$ cat config.mk
export PLATFORM = sky130hd
export DESIGN_NAME = load_unit_flat
export DESIGN_NICKNAME = d
export VERILOG_FILES = /design/src/rtl/load_unit_if.sv /design/src/rtl/load_unit.sv /design/src/flat_wrapper.sv
export SDC_FILE = /design/constraint.sdc
export NUM_CORES = 1
export LEC_CHECK = 0
export ABC_AREA = 1
export CORE_UTILIZATION = 30
export DETAILED_ROUTE_END_ITERATION = 10
export RECOVER_POWER = 50
export SLEW_MARGIN = 0
export SYNTH_ARGS = -nofsm -noshare
export SYNTH_HDL_FRONTEND = slang
export SYNTH_SLANG_ARGS = --single-unit
$ cat constraint.sdc
create_clock -name iclk -period 4.2 [get_ports iclk]
set_input_delay 0.84 -clock iclk [delete_from_list [all_inputs] [get_ports iclk]]
set_output_delay 0.84 -clock iclk [all_outputs]
set_load 0.02 [all_outputs]
$ cat src/rtl/load_unit_if.sv
// Request, response and memory-port signals of the load unit.
// The unit binds to the slave modport; the requester/memory side uses master.
interface load_unit_if #(
  parameter int MP_DATA_WIDTH = 32,
  parameter int MP_ADDR_WIDTH = 32
);
  logic                     ivalid;
  logic                     oready;
  logic [MP_ADDR_WIDTH-1:0] iaddr;
  logic [2:0]               ifunct3;
  logic                     ovalid;
  logic                     iready;
  logic [MP_DATA_WIDTH-1:0] ordata;
  logic                     oerr;
  logic                     omem_req;
  logic [MP_ADDR_WIDTH-1:0] omem_addr;
  logic                     imem_gnt;
  logic                     imem_rvalid;
  logic [MP_DATA_WIDTH-1:0] imem_rdata;

  modport slave (
    input  ivalid, iaddr, ifunct3, iready, imem_gnt, imem_rvalid, imem_rdata,
    output oready, ovalid, ordata, oerr, omem_req, omem_addr
  );

  modport master (
    output ivalid, iaddr, ifunct3, iready, imem_gnt, imem_rvalid, imem_rdata,
    input  oready, ovalid, ordata, oerr, omem_req, omem_addr
  );
endinterface

$ cat src/rtl/load_unit.sv
// RISC-V style load unit: one request at a time, word-aligned memory reads,
// optional two-access handling of misaligned loads, sign/zero extension.
module load_unit #(
  parameter int MP_DATA_WIDTH  = 32,
  parameter int MP_ADDR_WIDTH  = 32,
  parameter bit MP_MISALIGN_EN = 1'b1
) (
  input  logic       iclk,
  input  logic       irst,
  load_unit_if.slave bus
);
  localparam int DW   = MP_DATA_WIDTH;
  localparam int AW   = MP_ADDR_WIDTH;
  localparam int N    = DW / 8;
  localparam int OFFW = $clog2(N);

  typedef enum logic [1:0] {S_IDLE, S_RD0, S_RD1, S_RESP} state_e;

  state_e          state_q, state_d;
  logic            req_q, req_d;
  logic [AW-1:0]   maddr_q, maddr_d;
  logic [OFFW-1:0] off_q, off_d;
  logic [2:0]      f3_q, f3_d;
  logic            mis_q, mis_d;
  logic [DW-1:0]   lo_q, lo_d;
  logic [DW-1:0]   data_q, data_d;
  logic            err_q, err_d;
  logic            vld_q, vld_d;

  logic [OFFW-1:0] req_off;
  logic            req_illegal;
  logic            req_mis;
  logic [DW-1:0]   fit_shifted;
  logic [2*DW-1:0] pair_shifted;

  // Narrow loads are left-justified then shifted back, arithmetically for signed.
  function automatic logic [DW-1:0] extend_load(input logic [DW-1:0] raw,
                                                input logic [2:0]    f3);
    int                    sh;
    logic signed [DW-1:0]  s;
    sh = DW - (8 << int'(f3[1:0]));
    if (sh < 0) sh = 0;
    if (f3[2]) return (raw << sh) >> sh;
    s = $signed(raw << sh);
    s = s >>> sh;
    return $unsigned(s);
  endfunction

  always_comb begin
    req_off     = bus.iaddr[OFFW-1:0];
    req_illegal = (bus.ifunct3 == 3'b111) ||
                  ((DW == 32) && ((bus.ifunct3 == 3'b011) || (bus.ifunct3 == 3'b110)));
    req_mis     = (int'(req_off) + (1 << int'(bus.ifunct3[1:0]))) > N;
  end

  assign fit_shifted  = bus.imem_rdata >> {off_q, 3'b000};
  assign pair_shifted = {bus.imem_rdata, lo_q} >> {off_q, 3'b000};

  always_comb begin
    state_d = state_q;
    req_d   = req_q;
    maddr_d = maddr_q;
    off_d   = off_q;
    f3_d    = f3_q;
    mis_d   = mis_q;
    lo_d    = lo_q;
    data_d  = data_q;
    err_d   = err_q;
    vld_d   = vld_q;
    case (state_q)
      S_IDLE: begin
        if (bus.ivalid) begin
          off_d   = req_off;
          f3_d    = bus.ifunct3;
          mis_d   = req_mis;
          maddr_d = {bus.iaddr[AW-1:OFFW], {OFFW{1'b0}}};
          if (req_illegal || (req_mis && !MP_MISALIGN_EN)) begin
            state_d = S_RESP;
            vld_d   = 1'b1;
            err_d   = 1'b1;
            data_d  = '0;
          end else begin
            state_d = S_RD0;
            req_d   = 1'b1;
            err_d   = 1'b0;
          end
        end
      end
      S_RD0: begin
        if (req_q) begin
          if (bus.imem_gnt) req_d = 1'b0;
        end else if (bus.imem_rvalid) begin
          if (mis_q) begin
            // Low half kept; the high half comes from the next word (address wraps).
            lo_d    = bus.imem_rdata;
            maddr_d = maddr_q + AW'(N);
            req_d   = 1'b1;
            state_d = S_RD1;
          end else begin
            data_d  = extend_load(fit_shifted, f3_q);
            vld_d   = 1'b1;
            state_d = S_RESP;
          end
        end
      end
      S_RD1: begin
        if (req_q) begin
          if (bus.imem_gnt) req_d = 1'b0;
        end else if (bus.imem_rvalid) begin
          data_d  = extend_load(pair_shifted[DW-1:0], f3_q);
          vld_d   = 1'b1;
          state_d = S_RESP;
        end
      end
      S_RESP: begin
        if (bus.iready) begin
          vld_d   = 1'b0;
          state_d = S_IDLE;
        end
      end
      default: state_d = S_IDLE;
    endcase
  end

  always_ff @(posedge iclk or posedge irst) begin
    if (irst) begin
      state_q <= S_IDLE;
      req_q   <= 1'b0;
      maddr_q <= '0;
      off_q   <= '0;
      f3_q    <= '0;
      mis_q   <= 1'b0;
      lo_q    <= '0;
      data_q  <= '0;
      err_q   <= 1'b0;
      vld_q   <= 1'b0;
    end else begin
      state_q <= state_d;
      req_q   <= req_d;
      maddr_q <= maddr_d;
      off_q   <= off_d;
      f3_q    <= f3_d;
      mis_q   <= mis_d;
      lo_q    <= lo_d;
      data_q  <= data_d;
      err_q   <= err_d;
      vld_q   <= vld_d;
    end
  end

  assign bus.oready    = (state_q == S_IDLE);
  assign bus.ovalid    = vld_q;
  assign bus.ordata    = data_q;
  assign bus.oerr      = err_q;
  assign bus.omem_req  = req_q;
  assign bus.omem_addr = maddr_q;
endmodule

$ cat src/flat_wrapper.sv
// flat-port wrapper written by rule: the top's interface ports become plain ports
module load_unit_flat 
#(
  parameter int MP_DATA_WIDTH  = 32,
  parameter int MP_ADDR_WIDTH  = 32,
  parameter bit MP_MISALIGN_EN = 1'b1
)
  (iclk, irst, bus_ivalid, bus_iaddr, bus_ifunct3, bus_iready, bus_imem_gnt, bus_imem_rvalid, bus_imem_rdata, bus_oready, bus_ovalid, bus_ordata, bus_oerr, bus_omem_req, bus_omem_addr);
  load_unit_if #(.MP_DATA_WIDTH(MP_DATA_WIDTH), .MP_ADDR_WIDTH(MP_ADDR_WIDTH)) bus_i ();
  input  logic iclk;
  input  logic irst;
  input wire logic [$bits(bus_i.ivalid)-1:0] bus_ivalid;
  input wire logic [$bits(bus_i.iaddr)-1:0] bus_iaddr;
  input wire logic [$bits(bus_i.ifunct3)-1:0] bus_ifunct3;
  input wire logic [$bits(bus_i.iready)-1:0] bus_iready;
  input wire logic [$bits(bus_i.imem_gnt)-1:0] bus_imem_gnt;
  input wire logic [$bits(bus_i.imem_rvalid)-1:0] bus_imem_rvalid;
  input wire logic [$bits(bus_i.imem_rdata)-1:0] bus_imem_rdata;
  output wire logic [$bits(bus_i.oready)-1:0] bus_oready;
  output wire logic [$bits(bus_i.ovalid)-1:0] bus_ovalid;
  output wire logic [$bits(bus_i.ordata)-1:0] bus_ordata;
  output wire logic [$bits(bus_i.oerr)-1:0] bus_oerr;
  output wire logic [$bits(bus_i.omem_req)-1:0] bus_omem_req;
  output wire logic [$bits(bus_i.omem_addr)-1:0] bus_omem_addr;
  assign bus_i.ivalid = bus_ivalid;
  assign bus_i.iaddr = bus_iaddr;
  assign bus_i.ifunct3 = bus_ifunct3;
  assign bus_i.iready = bus_iready;
  assign bus_i.imem_gnt = bus_imem_gnt;
  assign bus_i.imem_rvalid = bus_imem_rvalid;
  assign bus_i.imem_rdata = bus_imem_rdata;
  assign bus_oready = bus_i.oready;
  assign bus_ovalid = bus_i.ovalid;
  assign bus_ordata = bus_i.ordata;
  assign bus_oerr = bus_i.oerr;
  assign bus_omem_req = bus_i.omem_req;
  assign bus_omem_addr = bus_i.omem_addr;
  load_unit #(.MP_DATA_WIDTH(MP_DATA_WIDTH), .MP_ADDR_WIDTH(MP_ADDR_WIDTH), .MP_MISALIGN_EN(MP_MISALIGN_EN)) u_core (.iclk(iclk), .irst(irst), .bus(bus_i));
endmodule
==> flow_summary.json, run 1 <==
{
  "grt_pass1_vias": 7492,
  "critPathBufInv": 3,
  "gp_congestion": 0.918,
  "yosysWarnings": 0,
  "final_layout_size_suffix_gt1_frac": 0.0382,
  "grt_max_degree": 79,
  "syn_area_sq_um": 7390,
  "ys_seq_area_frac": 0.355,
  "slowest_delay_ns": 0.82,
  "grt_busiest_layer": "met2",
  "hold_buffers": 0,
  "crit_path_frequent_cell": "nand2_1",
  "p_total_uw": 7380,
  "cts_sinks": 105,
  "cts_resized": 0,
  "die_area_sq_um": 25300,
  "ios": 141,
  "setup.worst_path.start_class": "flip-flop",
  "vdd_drop_max_uv": 327,
  "place_area_sq_um": 8940,
  "grt_use_met1": 0.284,
  "crit_family": "buffers and inverters",
  "post-dp-hpwl_mm": 18.2,
  "wl_mm": 24.8,
  "num_vias": 7911,
  "clock.fmax_ghz": 0.352,
  "first_iter_violations": 815,
  "violations": "capacitance limit, slew limit",
  "rows": 57,
  "antenna_found_initial": 0,
  "arrival_ns": 3.10,
  "maxSlewViolCount": 51,
  "first_pass_iters": 5,
  "use_met3": 0.0370,
  "layout.nets": 1334,
  "grt_overflow": 0,
  "grt_use_met2": 0.309,
  "status": "finished with violations",
  "viasPerCell": 5.00,
  "ys_types": 41,
  "crit_path_max_fanout": 43,
  "place.port_buffers": 138,
  "die_x_um": 159,
  "synth_cells": 1155,
  "dp.cells": 1565,
  "synth-async-reset-ratio": 1.00,
  "cp-end-kind": "flip-flop",
  "ant_nets": 0,
  "setup_viol": 0,
  "drv_cap": 1,
  "wl_per_cell_um": 15.7,
  "layout.cells.non_filler": 1581,
  "tightest_slew_ns": 2.40,
  "num_antenna_cells": 0,
  "pre_cts_slack_ns": 1.48,
  "critical_path.cell_chain": "inv_2 > nand2_1 > clkinv_1 > nand2_1 > o21ai_0 > inv_1 > nand2_1 > nand2_1 > nand2_1 > nand2_1 > nand2_1",
  "synth_ff_type": "dfrtp_1",
  "cp.required_ns": 4.46,
  "p_leak_uw": 0.00447,
  "n_fill_cell": 2629,
  "clk_pin_slew_ns": 0.08,
  "gr-usage-all-layers": 0.201,
  "cts_max_path_buffers": 2,
  "syn_to_final_growth_pct": 25.3,
  "power.density_nw_per_um2": 797,
  "cts_tree": "yes",
  "grt_pass1_wl_mm": 40.8,
  "worstSetupPathType": "flip-flop to flip-flop",
  "tns_ns": 0,
  "rsz0062_at_grt": "false",
  "clk_latency_ns": 0.37,
  "synth-seq-cells": 105,
  "post_cts_buffers": 0,
  "min_period_ns": 2.84,
  "setup_ws_ns": 1.36,
  "design_area_sq_um": 9270,
  "hold_viol": 0,
  "slew_headroom": -0.612,
  "synth_enable_flop_cells": 0,
  "htreeDepth": 3,
  "cts_root_buffer": "clkbuf_16",
  "die_y_um": 159,
  "skew_ns": 0.0159,
  "start_util": 0.305,
  "min_path_type": "flip-flop to flip-flop",
  "fin_crit_sh": 0.676,
  "cpMaxStageDelayCell": "dfrtp_1",
  "drcViolationCount": 0,
  "coreArea_sq_um": 24200,
  "syn_avg_cell_area_sq_um": 6.40,
  "numCtsBuffers": 9
}
final cells by class:
class	count	area [sq um]	area share
multi-input cells	891	4070	0.439
well taps	324	405	0.0438
inverters	97	365	0.0394
repair buffers	148	1470	0.159
clock inverters	6	87.6	0.00945
flip-flops and latches	105	2630	0.284
clock buffers	10	239	0.0258
cell families (layout without fill, tap and decap cells):
| kind of cell | count (synthesis) | in the layout | share of synthesized area |
|---|---|---|---|
| flops | 105 | 105 | 0.355 |
| xor+xnor | 8 | 8 | 0.00948 |
| buf+inv | 160 | 261 | 0.0949 |
| simple gates | 666 | 666 | 0.369 |
| other cells | 1 | 2 | 0.000507 |
| mux | 3 | 3 | 0.00457 |
| compound gates | 203 | 203 | 0.150 |
| fa+ha+maj | 9 | 9 | 0.0162 |
power breakdown:
| group | switching (uW) | internal (uW) |
|---|---|---|
| combinational | 2930 | 1520 |
| clock | 414 | 542 |
| sequential | 505 | 1460 |
| total | 3850 | 3530 |
worst paths after layout:
kind,slack [ns],start,cells after the start,to
worst max register to register,1.36,u_core.off_q[1],11,u_core.bus.ordata[23]
worst max-delay path,1.36,u_core.off_q[1],11,u_core.bus.ordata[23]
min in group asynchronous,1.56,irst,2,u_core.bus.omem_addr[22]
worst min-delay path,0.47,u_core.bus.ordata[12],2,u_core.bus.ordata[12]
worst min register to register,0.47,u_core.bus.ordata[12],2,u_core.bus.ordata[12]
max in group asynchronous,1.40,irst,2,u_core.off_q[0]
cells in the mapped netlist, types with 3 or more instances:
cell type,number,area share
a21oi_1,17,0.012
a31oi_1,4,0.0034
buf_1,6,0.0030
buf_2,21,0.014
buf_4,8,0.0081
buf_6,6,0.0091
clkbuf_1,22,0.011
dfrtp_1,105,0.36
ha_1,8,0.014
inv_1,89,0.045
inv_2,7,0.0036
mux2_2,3,0.0046
nand2_1,461,0.23
nand3_1,78,0.053
nand4_1,24,0.020
nor2_1,82,0.042
nor3_1,7,0.0047
o211ai_1,16,0.016
o21ai_0,127,0.086
o21ai_1,16,0.011
o22ai_1,12,0.010
or2_1,3,0.0025
or2_2,3,0.0025
xor2_1,7,0.0083
layer usage:
| layer | wire length, um | vias up |
|---|---|---|
| met5 | 0 | - |
| met4 | 601 | 0 |
| met1 | 11700 | 3655 |
| met3 | 1500 | 44 |
| met2 | 11000 | 292 |
| li1 | - | 3920 |
flip-flops by register name, indices dropped and copies added, names as in the netlist:
signal	flops
u_core.bus.omem_req	1
u_core.bus.ovalid	1
u_core.lo_q	32
u_core.bus.oerr	1
u_core.bus.ordata	32
u_core.off_q	2
u_core.state_q	2
u_core.mis_q	1
u_core.bus.omem_addr	30
u_core.f3_q	3
metrics by stage:
stage	hold slack, ns	utilization
floorplan	0.453	-
global placement	0.464	0.369
detailed placement	0.468	0.369
CTS	0.487	0.382
global route	0.503	0.382
finish	0.474	0.382
worst min-delay path, delay by kind of cell, from the launching register on:
family        cells  cell delay (ns)
simple gates      2             0.11
flops             1             0.33
layout by cell type (no fill, tap or decap), drive strengths merged, types with 10 or more instances in the layout:
cell type / instances
nor2: 84
clkbuf: 10
nand2: 463
o22ai: 12
a21oi: 17
o21ai: 145
buf: 10
dlygate4sd3: 26
o211ai: 16
clkdlybuf4s50: 112
nand4: 24
dfrtp: 105
inv: 97
nand3: 79
(Power assumes the default switching activity.)
==> run 2: changes to the inputs <==
- clock period: 4.2 -> 2.9 ns (I/O delays scaled with it)
==> run 2 against run 1 <==
Net effect: the run now ends clean; sequential share of layout area decreased by 0.12 points; setup slack got worse by 0.94 ns; critical path depth decreased by 1; core utilization increased by 0.17 points; clock power increased by 27%; fmax increased by 14%; largest cell class unchanged.
==> flow_summary.json, run 2 (synthesis results as in run 1) <==
{
  "wl_mm": 24.6,
  "cts_resized": 0,
  "die_area_sq_um": 25300,
  "first_pass_iters": 6,
  "cts_tree": "yes",
  "hold_viol": 0,
  "mostFrequentLayoutCells": "nand2_1, o21ai_0, clkdlybuf4s50_1",
  "grt_max_degree": 69,
  "cp.required_ns": 3.19,
  "die_y_um": 159,
  "drcViolationCount": 0,
  "crit_path_max_fanout": 32,
  "die_x_um": 159,
  "tightest_slew_ns": 1.34,
  "critPathBufInv": 2,
  "num_vias": 7873,
  "cts_sinks": 105,
  "clk_latency_ns": 0.36,
  "grt_pass1_vias": 7365,
  "ios": 141,
  "design_area_sq_um": 9310,
  "maxSlewViolCount": 0,
  "htreeDepth": 3,
  "reg2reg_to": "u_core.bus.ordata[26]",
  "swShare": 0.522,
  "rr_startpoint": "u_core.state_q[0]",
  "num_antenna_cells": 0,
  "holdPathEnd": "u_core.bus.ordata[8]",
  "tns_ns": 0,
  "pwr-share-clk": 0.115,
  "grt_overflow": 0,
  "post-dp-hpwl_mm": 18.5,
  "clock.fmax_ghz": 0.403,
  "min_period_ns": 2.48,
  "power.density_nw_per_um2": 1140,
  "antenna_found_initial": 0,
  "worstSetupPathType": "flip-flop to flip-flop",
  "vdd_drop_max_uv": 647,
  "fin_crit_sh": 0.856,
  "arrival_ns": 2.77,
  "setup_viol": 0,
  "cp-end-kind": "flip-flop",
  "place_area_sq_um": 9050,
  "intPower_uw": 5070,
  "layout.nets": 1345,
  "grt_pass1_wl_mm": 40.1,
  "cpMaxStageDelayCell": "inv_1",
  "comb_power_share": 0.620,
  "gr-usage-all-layers": 0.198,
  "gp_congestion": 0.903,
  "cts_root_buffer": "clkbuf_16",
  "min_path_type": "flip-flop to flip-flop",
  "start_util": 0.305,
  "wl_per_cell_um": 15.5,
  "whs_path_depth": 2,
  "coreArea_sq_um": 24200,
  "p_leak_uw": 0.00450,
  "place.port_buffers": 138,
  "numCtsBuffers": 9,
  "rows": 57,
  "regToRegSetupSlack_ns": 0.42,
  "post_cts_buffers": 0,
  "clk_pin_slew_ns": 0.07,
  "status": "completed",
  "min_from": "u_core.bus.ordata[8]",
  "viasPerCell": 4.95,
  "crit_family": "simple AND/OR/NAND/NOR gates",
  "rsz0062_at_grt": "false",
  "ant_nets": 0,
  "drv_cap": 0,
  "layout_commonest_cell": "nand2_1",
  "hold_buffers": 0,
  "crit_path_frequent_cell": "nand2_1",
  "syn_to_final_growth_pct": 25.9,
  "switching_power_uw": 5530,
  "seqPwrFrac": 0.266,
  "critical_path.cell_chain": "inv_1 > ha_1 > inv_1 > nand2_1 > o21ai_0 > nand4_1 > or2_1 > nor2_8 > nand2_1 > nand2_1",
  "first_iter_violations": 713,
  "final_layout_size_suffix_gt1_frac": 0.0434,
  "r2r_cells": 10,
  "slew_headroom": 0.104,
  "skew_ns": 0.0144,
  "setup.worst_path.start_class": "flip-flop",
  "slowest_delay_ns": 0.43,
  "cts_max_path_buffers": 2
}
-- run 2: cell types whose count changed in the layout (fill, tap and decap cells not counted) --
cell | before | now
clkinvlp_4 | 0 | 1
clkbuf_8 | 1 | 0
inv_6 | 2 | 1
o21ai_0 | 127 | 128
o21ai_2 | 2 | 1
clkbuf_1 | 0 | 1
clkbuf_2 | 0 | 1
bufinv_16 | 2 | 1
buf_4 | 9 | 17
buf_12 | 1 | 2
-- run 2: tightest hold or removal path: cells and delay by family (launching register included) --
family,cells,cell delay [ns]
DFF,1,0.34
and+or+nand+nor,2,0.10
-- run 2: layer usage --
layer	global-route usage	wire length (um)	up-vias
met5	0	0	-
met4	0.0559	489	0
met3	0.0315	1480	36
met2	0.306	10800	275
met1	0.285	11800	3634
li1	-	-	3928
-- run 2: worst max-delay path by stage --
stage	from	to	cells past startpoint
5_1_grt	u_core.state_q[0]	u_core.bus.ordata[18]	10
2_1_floorplan	u_core.state_q[0]	u_core.bus.omem_addr[19]	11
6_report	u_core.state_q[0]	u_core.bus.ordata[26]	10
3_5_place_dp	bus_ifunct3[1]	u_core.bus.ordata[9]	8
4_1_cts	u_core.state_q[0]	bus_oready	3
3_3_place_gp	bus_ifunct3[1]	u_core.bus.ordata[15]	8
-- run 2: power by group through the flow --
| stage | Sequential [uW] | Clock (uW) | Combinational, uW |
|---|---|---|---|
| after CTS | 2800 | 1260 | 6590 |
| after floorplan | 3020 | 0 | 4230 |
| after global placement | 2830 | 0 | 6520 |
| after detailed placement | 2820 | 0 | 6570 |
| after global routing | 2910 | 1310 | 7360 |
| final | 2810 | 1210 | 6570 |
-- run 2: per-stage QoR --
| step | total power [uW] | cells | util | hold slack [ns] | setup WS (ns) |
|---|---|---|---|---|---|
| 5_1_grt | 11600 | 1590 | 0.384 | 0.499 | 0.216 |
| 3_3_place_gp | 9350 | 1576 | 0.373 | 0.465 | 0.463 |
| 4_1_cts | 10700 | 1590 | 0.385 | 0.486 | 0.412 |
| 2_1_floorplan | 7240 | 1156 | - | 0.453 | 0.977 |
| 3_5_place_dp | 9390 | 1576 | 0.373 | 0.466 | 0.429 |
| 6_report | 10600 | 1590 | 0.384 | 0.476 | 0.417 |
-- run 2: final cells by class --
| cell class | count | area (sq um) |
|---|---|---|
| clock buffer | 9 | 225 |
| clock inverter | 5 | 56.3 |
| tap | 324 | 405 |
| fill | 2598 | 14900 |
| inverter | 97 | 365 |
| multi-input combinational | 891 | 4070 |
| sequential | 105 | 2630 |
| timing repair buffer | 159 | 1560 |
